==> src/rtl/cmd_result_gen.sv <==
// Voice-command result generator: collects classified frames and issues one recognition verdict per attempt.
// Latency: the verdict pulse appears one cycle after the deciding frame or the timeout; o_idle and the pulse are both registered.
// No backpressure: o_cmd_valid is a fire-and-forget pulse, and inputs arriving outside COLLECT (or IDLE for start) are dropped.
module cmd_result_gen #(
   parameter int unsigned N_FRAMES  = 8,
   parameter int unsigned THRESHOLD = 5,
   parameter int unsigned TIMEOUT   = 1000,
   parameter int unsigned HOLDOFF   = 100
) (
   input  logic       i_clock,
   input  logic       i_reset,
   input  logic       i_init_done,
   input  logic       i_start,
   input  logic       i_frame_valid,
   input  logic       i_frame_match,
   input  logic       i_abort,
   output logic       o_idle,
   output logic       o_cmd_valid,
   output logic       o_cmd_recon,
   output logic [7:0] o_match_count
);

   typedef enum logic [2:0] {
      ST_WAIT_INIT,
      ST_IDLE,
      ST_COLLECT,
      ST_REPORT,
      ST_HOLDOFF
   } state_t;

   localparam logic [7:0]  N_LAST  = 8'(N_FRAMES);
   localparam logic [7:0]  THRESH  = 8'(THRESHOLD);
   // The timeout fires on the cycle the counter would reach TIMEOUT-1, so the
   // verdict lands exactly TIMEOUT cycles after the last frame (or the start).
   localparam logic [15:0] TO_LAST = 16'(TIMEOUT - 2);
   localparam logic [15:0] HO_LAST = 16'(HOLDOFF - 1);

   state_t      state_q, state_d;
   logic [7:0]  frame_cnt_q, frame_cnt_d;
   logic [7:0]  match_cnt_q, match_cnt_d;
   // Shared cycle counter: inter-frame timeout in COLLECT, dwell time in HOLDOFF.
   logic [15:0] cyc_cnt_q, cyc_cnt_d;
   logic        recon_d;
   logic        idle_q, valid_q, recon_q;

   // Next-state and counter logic; loss of init_done overrides everything.
   always_comb begin
      state_d     = state_q;
      frame_cnt_d = frame_cnt_q;
      match_cnt_d = match_cnt_q;
      cyc_cnt_d   = cyc_cnt_q;
      recon_d     = 1'b0;
      if (!i_init_done) begin
         state_d = ST_WAIT_INIT;
      end else begin
         case (state_q)
            ST_WAIT_INIT: state_d = ST_IDLE;
            ST_IDLE: begin
               // A frame arriving with start is not counted.
               if (i_start) begin
                  state_d     = ST_COLLECT;
                  frame_cnt_d = '0;
                  match_cnt_d = '0;
                  cyc_cnt_d   = '0;
               end
            end
            ST_COLLECT: begin
               if (i_abort) begin
                  state_d = ST_IDLE;
               end else if (i_frame_valid) begin
                  frame_cnt_d = frame_cnt_q + 8'd1;
                  match_cnt_d = match_cnt_q + {7'd0, i_frame_match};
                  cyc_cnt_d   = '0;
                  if (frame_cnt_d == N_LAST) begin
                     state_d = ST_REPORT;
                     recon_d = (match_cnt_d >= THRESH);
                  end
               end else if (cyc_cnt_q == TO_LAST) begin
                  state_d = ST_REPORT;
                  recon_d = (match_cnt_q >= THRESH);
               end else begin
                  cyc_cnt_d = cyc_cnt_q + 16'd1;
               end
            end
            ST_REPORT: begin
               state_d   = ST_HOLDOFF;
               cyc_cnt_d = '0;
            end
            ST_HOLDOFF: begin
               if (cyc_cnt_q == HO_LAST) begin
                  state_d = ST_IDLE;
               end else begin
                  cyc_cnt_d = cyc_cnt_q + 16'd1;
               end
            end
            default: state_d = ST_WAIT_INIT;
         endcase
      end
   end

   // State, counters and registered outputs; outputs track the next state so
   // they coincide with the state they describe.
   always_ff @(posedge i_clock or negedge i_reset) begin
      if (!i_reset) begin
         state_q     <= ST_WAIT_INIT;
         frame_cnt_q <= '0;
         match_cnt_q <= '0;
         cyc_cnt_q   <= '0;
         idle_q      <= 1'b0;
         valid_q     <= 1'b0;
         recon_q     <= 1'b0;
      end else begin
         state_q     <= state_d;
         frame_cnt_q <= frame_cnt_d;
         match_cnt_q <= match_cnt_d;
         cyc_cnt_q   <= cyc_cnt_d;
         idle_q      <= (state_d == ST_IDLE);
         valid_q     <= (state_d == ST_REPORT);
         recon_q     <= recon_d;
      end
   end

   assign o_idle        = idle_q;
   assign o_cmd_valid   = valid_q;
   assign o_cmd_recon   = recon_q;
   assign o_match_count = match_cnt_q;

endmodule

==> config.mk <==
export PLATFORM = sky130hd
export DESIGN_NAME = cmd_result_gen
export DESIGN_NICKNAME = d
export VERILOG_FILES = /design/src/rtl/cmd_result_gen.sv
export SDC_FILE = /design/constraint.sdc
export NUM_CORES = 1
export LEC_CHECK = 0
export ABC_AREA = 1
export BUFFER_PORTS_ARGS = -buffer_cell sky130_fd_sc_hd__buf_2
export CAP_MARGIN = 20
export CORE_ASPECT_RATIO = 1.75
export CORE_MARGIN = 3
export CORE_UTILIZATION = 60
export CTS_CLUSTER_SIZE = 24
export DETAILED_ROUTE_END_ITERATION = 8
export HOLD_SLACK_MARGIN = 0.12
export PLACE_DENSITY = 0.84
export SLEW_MARGIN = 20
export SYNTH_ARGS = -nofsm -noshare
export SYNTH_HDL_FRONTEND = slang
export SYNTH_SLANG_ARGS = --single-unit
==> constraint.sdc <==
create_clock -name i_clock -period 2 [get_ports i_clock]
set_input_delay 0.1 -clock i_clock [delete_from_list [all_inputs] [get_ports i_clock]]
set_output_delay 0.1 -clock i_clock [all_outputs]
set_load 0.005 [all_outputs]
==> results.txt, run 1 <==
status -> completed
Peak Freq -> 0.554 GHz
Tmin final -> 1.81 ns
total congestion overflow -> 0
placed cell count -> 457
Reg2Reg Depth -> 9
initial antenna violation count -> 0
WL final -> 6.44 mm
DRT Pass-1 Iters -> 4
Starting Density -> 63.6%
IO Port Bufs -> 17
final hold vios -> 0
nets@finish -> 429
#FFs+latches synth -> 38
DRC violations left -> 0
syn_area_per_cell -> 6.72 um^2
vias in the first global route -> 2,629
Hold Crit Class -> in -> reg
site row count -> 31
Initial DRC Count -> 93
cts repair resizes -> 0
dpl cell area -> 2770 um^2
Hold Slack -> 0.174 ns
most frequent cells in the layout -> nand2_1 (124), nor2_1 (50), nand3_1 (49), inv_1 (42), dfrtp_1 (38)
vias post-DR -> 2,624
Setup crit end kind -> flop
total die area -> 5300 um^2
final setup skew -> 0.00791 ns
sequential share of the synthesized area -> 35.7%
post-route core utilization -> 68.3%
reg2reg start -> state_q[2]
die height -> 94.1 um
Antenna diodes -> 0
worst hold start -> i_abort
GRT Util Overall -> 26.7%
FF-to-FF End -> o_match_count[0]
clock latency at the later pin of the worst-skew pair -> 0.29 ns
CP max stage cell -> dfrtp_1
multiplexer share of the synthesized area -> 0%
Final Instance Count excl. Fillers -> 466
clock root buffer -> clkbuf_8
Arrival @ worst endpoint -> 2.01 ns
slowest stage delay, CP -> 0.39 ns
hold depth -> 4
Hold Path End -> o_cmd_recon
Slew HR -> 42.0%
Worst path most repeated cell -> nand2_2
Peak VDD IR -> 0.534 mV
# IOs -> 18
Setup TNS -> 0 ns
share of layout cells above drive strength 1 -> 11.8%
Clock transition at path regs -> 0.07 ns
buffer depth of the longest clock path -> 2
TritonCTS Buffers -> 5
TritonCTS Sinks -> 38
Cell Chain, Critical Path -> inv_2 -> nand2_2 -> nor2_2 -> nand2_1 -> o21ai_1 -> nand2_2 -> inv_4 -> nand2_2 -> o21ai_0
CTS HTree Levels -> 2
DR vias/cell -> 5.63
Synth Instances -> 396
Worst Setup Start Kind -> flop
CTS tree -> yes
RSZ-0062 raised after global routing -> no
compound-gate portion of the synthesized area -> 9.68%
DIE WIDTH -> 56.4 um
synth warn -> 0
largest family of logic cells by synthesized area -> simple AND/OR/NAND/NOR gates
# setup viols final -> 0
Post-Syn Area -> 2660 um^2
Distinct cells, synth -> 29
Adder-Cell Fraction of Synth Area -> 2.35%
per-cell routed wire length -> 13.8 um
flop-to-flop setup slack -> 0.19 ns
crit share post-route -> 90.3%
Layout Area Growth over Synthesis -> 7.52%
required time of the worst setup path -> 2.20 ns
XOR/XNOR Fraction of Synth Area -> 2.96%
CP max FO -> 18
P per Cell Area -> 515 nW/um^2
P_leak -> 1.41 nW
Worst-Margin Slew -> 0.869 ns
first-pass GRT wire length -> 11.1 mm
Post-Synth Simple-Gate Area -> 39.4%
Slew Limit Fails -> 0
final antenna-violating net count -> 0
type of the worst setup path -> reg -> reg
max_cap viols -> 0
post-DP HPWL -> 4.82 mm
core area -> 4190 um^2
Final Cell Area -> 2860 um^2
most common cell after layout, fill and taps aside -> nand2_1
syn nets -> 408
largest net degree at the start of global routing -> 39
Placer Congestion -> 0.942
cell usage after synthesis (all sizes together):
| cell | instances | area (um^2) |
|---|---|---|
| a21oi | 3 | 15.0 |
| a31oi | 1 | 6.26 |
| buf | 10 | 83.8 |
| clkbuf | 1 | 3.75 |
| dfrtp | 38 | 951 |
| ha | 5 | 62.6 |
| inv | 46 | 175 |
| nand2 | 129 | 502 |
| nand3 | 49 | 245 |
| nand4 | 12 | 75.1 |
| nor2 | 53 | 211 |
| nor3 | 2 | 10.0 |
| o21ai | 27 | 158 |
| o21bai | 3 | 22.5 |
| o22ai | 7 | 56.3 |
| or2 | 1 | 6.26 |
| xnor2 | 1 | 8.76 |
| xor2 | 8 | 70.1 |
layout make-up:
| type | count | area, um^2 |
|---|---|---|
| Tap cell | 49 | 61.3 |
| Inverter | 46 | 175 |
| Timing Repair Buffer | 25 | 150 |
| Multi-Input combinational cell | 301 | 1450 |
| Clock buffer | 7 | 76.3 |
| Fill cell | 403 | 1330 |
| Sequential cell | 38 | 951 |
cells by family (layout without fill, tap and decap cells):
logic type	Yosys count	after routing
xor gates and xnor gates	9	9
and+or+nand+nor	246	246
DFF	38	38
buffers and inverters	57	78
AOI/OAI and AO/OA	41	41
adders and majority gates	5	5
what timing repair did:
action	in CTS	in global routing
endpoints found under the setup margin	0	0
endpoints found under the hold margin	43	0
setup buffers	0	0
hold buffers	2	0
worst max-delay path: cells and delay by family (launching register included):
family,cells,cell delay [ns]
buf+inv,2,0.28
simple gates,5,0.68
compound gates,2,0.36
flops,1,0.39
registers in the layout (all words and copies together) (netlist names):
name           flops
o_cmd_recon        1
frame_cnt_q        8
state_q            3
o_cmd_valid        1
o_match_count      8
o_idle             1
cyc_cnt_q         16
per-stage QoR:
stage               setup WS, ns  total power, mW
detailed placement         0.220            0.992
global route              0.0275             1.54
global placement           0.301            0.988
CTS                        0.198             1.49
floorplan                  0.464            0.936
finish                     0.193             1.48
metal layers:
layer	routed length (um)	vias up	track usage [%]	part of all wire [%]
met3	212	23	3.58	3.3
met1	2410	1227	26.8	37
met2	3570	61	50.3	55
li1	-	1313	-	-
met4	245	0	16.8	3.8
met5	0	-	0	0
where the power goes:
part	switching, mW	internal (mW)
Sequential	0.0186	0.785
Clock	0.255	0.240
Combinational	0.124	0.0528
Total	0.398	1.08
worst max-delay path by stage:
stage | start | end | slack (ns) | cells past startpoint
2_1_floorplan | o_match_count[0] | o_cmd_recon | 0.46 | 9
3_3_place_gp | cyc_cnt_q[0] | cyc_cnt_q[3] | 0.30 | 9
3_5_place_dp | state_q[2] | o_match_count[0] | 0.22 | 9
4_1_cts | state_q[2] | o_match_count[0] | 0.20 | 9
5_1_grt | state_q[2] | o_match_count[0] | 0.03 | 9
6_report | state_q[2] | o_match_count[0] | 0.19 | 9
Note: power is estimated with default switching activity, not from simulation.
==> run 2, diff against run 1 <==
==> constraint.sdc (replaced) <==
create_clock -name i_clock -period 1.7 [get_ports i_clock]
set_input_delay 0.085 -clock i_clock [delete_from_list [all_inputs] [get_ports i_clock]]
set_output_delay 0.085 -clock i_clock [all_outputs]
set_load 0.005 [all_outputs]
==> run 2 against run 1 <==
  * Register-to-register slack worse by 0.13 ns
  * Routed wire length is 5.6% higher
  * Clock-buffer cell count stayed put
  * Sequential share of layout area is 2.6 points lower
  * Utilization is 6.0 points higher
  * Design area is 8.7% higher
  * Critical path type unchanged
  * Highest routed layer unchanged
==> results.txt, run 2 (synthesis gave the netlist of run 1 again) <==
status -> completed
TritonCTS Sinks -> 38 (unchanged)
setup ws final -> 0.0649 ns (-0.128 ns)
dpl cell area -> 2920 um^2 (+5.6%)
IO Port Bufs -> 17 (unchanged)
most frequent cells in the layout -> nand2_1 (123), nand3_1 (46), nor2_1 (45), inv_1 (42), dfrtp_1 (36)
CTS tree -> yes
sw frac -> 27.4% (+0.47 points)
most common cell after layout, fill and taps aside -> nand2_1
clock root buffer -> clkbuf_8
Peak VDD IR -> 0.638 mV (+20%)
DIE WIDTH -> 56.4 um (unchanged)
max_cap viols -> 0 (unchanged)
die height -> 94.1 um (unchanged)
final antenna-violating net count -> 0 (unchanged)
WL final -> 6.80 mm (+5.6%)
DRT Pass-1 Iters -> 5 (+1)
total congestion overflow -> 0 (unchanged)
Starting Density -> 63.6% (unchanged)
Worst-Margin Slew -> 0.493 ns (-0.377 ns)
max reg flops -> 16 (unchanged)
core area -> 4190 um^2 (unchanged)
Tmin final -> 1.64 ns (-0.172 ns)
nets@finish -> 450 (+4.9%)
Reg with most FFs -> cyc_cnt_q
P per Cell Area -> 596 nW/um^2 (+16%)
Clock transition at path regs -> 0.07 ns (about the same)
initial antenna violation count -> 0 (unchanged)
post-route core utilization -> 74.3% (+6.0 points)
largest net degree at the start of global routing -> 39 (unchanged)
Final Instance Count excl. Fillers -> 488 (+4.7%)
slowest stage delay, CP -> 0.42 ns (+0.03 ns)
clock power share -> 35.2% (+1.6 points)
# IOs -> 18 (unchanged)
Arrival @ worst endpoint -> 1.82 ns (-0.19 ns)
Peak Freq -> 0.612 GHz (+10%)
vias post-DR -> 2,777 (+5.8%)
Critical path buffers and inverters -> 0 (-2)
Fillers -> 354 (-12%)
CTS HTree Levels -> 2 (unchanged)
buffer depth of the longest clock path -> 2 (unchanged)
Slew Limit Fails -> 0 (unchanged)
Worst Setup Start Kind -> flop
pre-CTS setup slack -> -0.00447 ns (-0.225 ns)
clock latency at the later pin of the worst-skew pair -> 0.29 ns (about the same)
# setup viols final -> 0 (unchanged)
Placer Congestion -> 0.893 (-5.1%)
Slew HR -> 67.2% (+25 points)
share of layout cells above drive strength 1 -> 19.8% (+8.1 points)
CP max stage cell -> dfrtp_1
Initial DRC Count -> 165 (+77%)
Cell Chain, Critical Path -> ha_2 -> ha_2 -> or2_2 -> nand3_1 -> nand2_1 -> nor2_1 -> nand3_1 -> nand2_1 -> a21oi_1
TritonCTS Buffers -> 5 (unchanged)
DRC violations left -> 0 (unchanged)
per-cell routed wire length -> 13.9 um (+0.88%)
final setup skew -> 0.00233 ns (-0.00558 ns)
site row count -> 31 (unchanged)
post-DP HPWL -> 5.08 mm (+5.5%)
first-pass GRT wire length -> 11.8 mm (+6.0%)
CP max FO -> 4 (-14)
type of the worst setup path -> reg -> reg
P_leak -> 1.53 nW (+8.6%)
placed cell count -> 476 (+4.2%)
total die area -> 5300 um^2 (unchanged)
required time of the worst setup path -> 1.89 ns (-0.31 ns)
Final Cell Area -> 3110 um^2 (+8.7%)
Setup crit end kind -> flop
crit share post-route -> 96.2% (+5.9 points)
Int Pwr -> 1.35 mW (+25%)
Antenna diodes -> 0 (unchanged)
Switching Power -> 0.508 mW (+28%)
GRT Util Overall -> 28.1% (+1.4 points)
vias in the first global route -> 2,730 (+3.8%)
CP top delay family -> simple AND/OR/NAND/NOR gates
Hold Slack -> 0.121 ns (-0.0535 ns)
final hold vios -> 0 (unchanged)
sequential share of power -> 50.8% (-3.6 points)
Hold Crit Class -> in -> reg
Layout Area Growth over Synthesis -> 16.9%
Comb pwr share -> 14.0% (+2.0 points)
DR vias/cell -> 5.69 (+1.1%)
[run 2: cell count changes in the layout (fill, tap and decap cells not counted), moves of 3 or more]
cell / previous run / this run
nor2_2: 2 / 6
nor2_1: 50 / 45
o21ai_0: 17 / 14
o21ai_1: 4 / 7
nand3_2: 0 / 3
nand3_1: 49 / 46
ha_1: 5 / 1
buf_4: 6 / 26
ha_2: 0 / 3
[run 2: metrics by stage]
| step | power (mW) | TNS, ns |
|---|---|---|
| floorplan | 1.10 | 0 |
| global placement | 1.19 | 0 |
| detailed placement | 1.20 | -0.00690 |
| CTS | 1.85 | 0 |
| global route | 1.93 | -0.0288 |
| finish | 1.85 | 0 |
[run 2: area by class of cell]
cell class,count,area (um^2),area share (%)
timing repair buffer,46,320,10.3
sequential,38,953,30.6
clock buffer,7,86.3,2.77
inverter,46,178,5.71
clock inverter,1,5.00,0.161
tap,49,61.3,1.97
multi-input combinational,301,1510,48.5
[run 2: path summary, 6_finish.rpt]
check	from	end	slack, ns	cells past startpoint
min in group asynchronous	i_reset	cyc_cnt_q[10]	0.37	3
worst min-delay path	i_abort	o_cmd_recon	0.12	4
max in group asynchronous	i_reset	frame_cnt_q[2]	0.96	3
worst max register to register	o_match_count[0]	o_cmd_recon	0.06	9
worst max-delay path	o_match_count[0]	o_cmd_recon	0.06	9
worst min register to register	cyc_cnt_q[15]	cyc_cnt_q[15]	0.56	2
[run 2: layer usage]
| metal | GRT usage, % | share of wire (%) | vias up |
|---|---|---|---|
| met2 | 53.8 | 55 | 101 |
| met5 | 0 | 0 | - |
| li1 | - | - | 1360 |
| met1 | 28.7 | 36 | 1288 |
| met3 | 3.30 | 4.2 | 28 |
| met4 | 15.2 | 4.5 | 0 |
[run 2: worst min-delay path, cell delays in order]
cell,delay (ns)
buf_2,0.13
inv_1,0.06
nand3_1,0.07
a21oi_1,0.04
[run 2: power by group through the flow]
stage	combinational, mW	sequential (mW)	clock, mW
6_report	0.259	0.942	0.652
5_1_grt	0.288	0.946	0.698
4_1_cts	0.248	0.939	0.664
3_5_place_dp	0.244	0.957	0
3_3_place_gp	0.238	0.956	0
2_1_floorplan	0.143	0.959	0
[run 2: timing repair]
| item | CTS | global route |
|---|---|---|
| hold buffers | 2 | 0 |
| pin swaps | 0 | 1 |
| buffers inserted | 0 | 2 |
| setup endpoints to repair | 3 | 36 |
| resized for setup | 1 | 21 |
| endpoints found under the hold margin | 44 | 0 |
==> run 3, diff against run 2 <==
--- a/config.mk
+++ b/config.mk
@@ -8,13 +8,15 @@
 export ABC_AREA = 1
 export BUFFER_PORTS_ARGS = -buffer_cell sky130_fd_sc_hd__buf_2
 export CAP_MARGIN = 20
+export CELL_PAD_IN_SITES_DETAIL_PLACEMENT = 1
+export CELL_PAD_IN_SITES_GLOBAL_PLACEMENT = 1
 export CORE_ASPECT_RATIO = 1.75
 export CORE_MARGIN = 3
-export CORE_UTILIZATION = 60
+export CORE_UTILIZATION = 44
 export CTS_CLUSTER_SIZE = 24
 export DETAILED_ROUTE_END_ITERATION = 8
 export HOLD_SLACK_MARGIN = 0.12
-export PLACE_DENSITY = 0.84
+export PLACE_DENSITY = 0.85
 export SLEW_MARGIN = 20
 export SYNTH_ARGS = -nofsm -noshare
 export SYNTH_HDL_FRONTEND = slang
==> constraint.sdc (replaced) <==
create_clock -name i_clock -period 1.66 [get_ports i_clock]
set_input_delay 0.083 -clock i_clock [delete_from_list [all_inputs] [get_ports i_clock]]
set_output_delay 0.083 -clock i_clock [all_outputs]
set_load 0.005 [all_outputs]
==> run 3 against run 2 <==
  * Clock-buffer cell count unchanged
  * Design area grew 14%
  * Setup slack worse by 0.19 ns
  * Register-to-register slack worse by 0.19 ns
  * Sequential share of layout area fell by 3.7 points
  * Highest routed layer unchanged
  * Clock skew up 0.0029 ns
  * Critical endpoint is now cyc_cnt_q[0]
  * Via count rose by 11%
  * Utilization decreased by 12 points
  * The flow now finishes with violations (setup timing)
  * Sequential power increased by 2.7%
  * First-iteration DRC count up 6.7%
  * Critical path depth did not move
==> results.txt, run 3 (synthesis gave the netlist of run 1 again) <==
status -> finished with violations
failing checks -> setup timing
CTS HTree Levels -> 2 (unchanged)
clock power share -> 33.5% (-1.7 points)
final antenna-violating net count -> 0 (unchanged)
crit share post-route -> 107% (+11 points)
nets@finish -> 474 (+5.3%)
# setup viols final -> 17 (+17)
total congestion overflow -> 0 (unchanged)
sw frac -> 29.1% (+1.7 points)
Hold Crit Class -> in -> reg
flop-to-flop setup slack -> -0.12 ns (-0.19 ns)
total die area -> 7060 um^2 (+33%)
post-route core utilization -> 62.0% (-12 points)
first-pass GRT wire length -> 14.2 mm (+20%)
vias in the first global route -> 3,180 (+16%)
Starting Density -> 46.5% (-17 points)
final setup skew -> 0.00523 ns (+0.00290 ns)
type of the worst setup path -> reg -> reg
Switching Power -> 0.585 mW (+15%)
buffer depth of the longest clock path -> 2 (unchanged)
initial antenna violation count -> 0 (unchanged)
Hold Slack -> 0.176 ns (+0.0554 ns)
sequential share of power -> 48.1% (-2.7 points)
TritonCTS Buffers -> 5 (unchanged)
DRC violations left -> 0 (unchanged)
P per Cell Area -> 567 nW/um^2 (-4.7%)
Placer Congestion -> 0.861 (-3.6%)
Hold Path End -> o_cmd_recon
WL final -> 10.6 mm (+56%)
Clock transition at path regs -> 0.08 ns (about the same)
P_leak -> 1.69 nW (+10%)
IO Port Bufs -> 17 (unchanged)
core area -> 5720 um^2 (+37%)
largest net degree at the start of global routing -> 22 (-44%)
FF-to-FF End -> cyc_cnt_q[0]
Peak Freq -> 0.562 GHz (-8.2%)
hold depth -> 4 (unchanged)
CTS tree -> yes
TritonCTS Sinks -> 38 (unchanged)
Cell Chain, Critical Path -> nor2_1 -> nand3_1 -> nor2_4 -> nand3_2 -> nand2_2 -> nor2_4 -> buf_12 -> buf_6 -> o21ai_1
DRT Pass-1 Iters -> 4 (-1)
Comb pwr share -> 18.5% (+4.5 points)
GRT Util Overall -> 26.2% (-1.9 points)
max reg flops -> 16 (unchanged)
Final Instance Count excl. Fillers -> 539 (+10%)
CP max stage cell -> dfrtp_2
post-DP HPWL -> 6.60 mm (+30%)
CP max FO -> 6 (+2)
Peak VDD IR -> 0.415 mV (-35%)
reg2reg start -> cyc_cnt_q[7]
per-cell routed wire length -> 19.7 um (+41%)
Worst path most repeated cell -> nor2_4
required time of the worst setup path -> 1.86 ns (-0.03 ns)
most frequent cells in the layout -> nand2_1 (119), buf_4 (41), inv_1 (40), nand3_1 (38)
most common cell after layout, fill and taps aside -> nand2_1
placed cell count -> 519 (+9.0%)
clock latency at the later pin of the worst-skew pair -> 0.30 ns (about the same)
Arrival @ worst endpoint -> 1.98 ns (+0.16 ns)
worst hold start -> i_abort
Antenna diodes -> 0 (unchanged)
Worst-Margin Slew -> 0.490 ns (-0.00241 ns)
# IOs -> 18 (unchanged)
share of layout cells above drive strength 1 -> 31.1% (+11 points)
Fillers -> 769 (+120%)
DIE WIDTH -> 64.8 um (+15%)
die height -> 109 um (+16%)
Reg with most FFs -> cyc_cnt_q
DR vias/cell -> 5.71 (+0.35%)
max_cap viols -> 0 (unchanged)
Initial DRC Count -> 176 (+6.7%)
vias post-DR -> 3,078 (+11%)
setup ws final -> -0.120 ns (-0.185 ns)
Layout Area Growth over Synthesis -> 33.1%
Slew HR -> 67.3% (+0.16 points)
Setup crit end kind -> flop
Int Pwr -> 1.43 mW (+6.0%)
Slew Limit Fails -> 0 (unchanged)
Reg2Reg Depth -> 9 (unchanged)
Tmin final -> 1.78 ns (+0.145 ns)
site row count -> 36 (+16%)
Worst Setup Start Kind -> flop
slowest stage delay, CP -> 0.46 ns (+0.04 ns)
final hold vios -> 0 (unchanged)
clock root buffer -> clkbuf_8
run 3: changes by cell type in the layout (fill, tap and decap cells not counted), sizes merged:
cell      previous run  this run
buf                 44        67
clkinv               1         3
inv                 46        44
clkinvlp             0         1
run 3: repair_timing:
action / CTS / global route
buffers inserted: 0 / 9
pin swaps: 0 / 19
resized for setup: 2 / 79
hold buffers: 2 / 0
cloned: 0 / 1
hold endpoints to repair: 44 / 0
endpoints found under the setup margin: 19 / 32
run 3: area by class of cell:
cell class	count	area [um^2]	area share [%]
clock buffers	7	86.3	2.44
multi-input cells	301	1680	47.3
flip-flops and latches	38	955	26.9
inverters	46	184	5.19
repair inverters	1	5.00	0.141
well taps	76	95.1	2.68
repair buffers	69	539	15.2
clock inverters	1	5.00	0.141
run 3: how the worst max path moves through the flow:
stage                     slack, ns               end  depth (start not counted)             start
after CTS                   -0.0005      cyc_cnt_q[5]                         10      cyc_cnt_q[0]
after global routing          -0.18      cyc_cnt_q[0]                         10      cyc_cnt_q[7]
after global placement         0.06    frame_cnt_q[6]                         10        state_q[2]
final                         -0.12      cyc_cnt_q[0]                          9      cyc_cnt_q[7]
after detailed placement      -0.06  o_match_count[0]                          9        state_q[2]
after floorplan                0.12       o_cmd_recon                          9  o_match_count[0]
run 3: stage by stage:
step	cell area, um^2	TNS, ns	worst slack, ns	total power [mW]
after floorplan	2660	0	0.124	1.13
after global placement	3080	0	0.0646	1.24
after detailed placement	3080	-0.139	-0.0594	1.26
after CTS	3200	-0.000913	-0.000483	1.95
after global routing	3540	-2.92	-0.181	2.10
final	3540	-0.943	-0.120	2.01
run 3: per-layer routing:
metal	vias to the layer above	wire, um	track usage [%]
met4	0	579	13.5
met5	-	0	0
met2	73	6150	53.2
li1	1406	-	-
met1	1558	3620	24.2
met3	41	255	3.51
run 3: critical path, delay by kind of cell, from the launching register on:
kind                   cells  cell delay, ns
flip-flops                 1            0.46
buffers and inverters      2            0.27
AND/OR/NAND/NOR            6            0.74
AO/OA/AOI/OAI              1            0.19
run 3: power groups by stage:
stage / Clock, mW / Combinational [mW] / Sequential (mW)
after global placement: 0 / 0.265 / 0.978
after floorplan: 0 / 0.146 / 0.982
after CTS: 0.701 / 0.284 / 0.962
after global routing: 0.736 / 0.396 / 0.970
after detailed placement: 0 / 0.277 / 0.979
final: 0.673 / 0.372 / 0.967
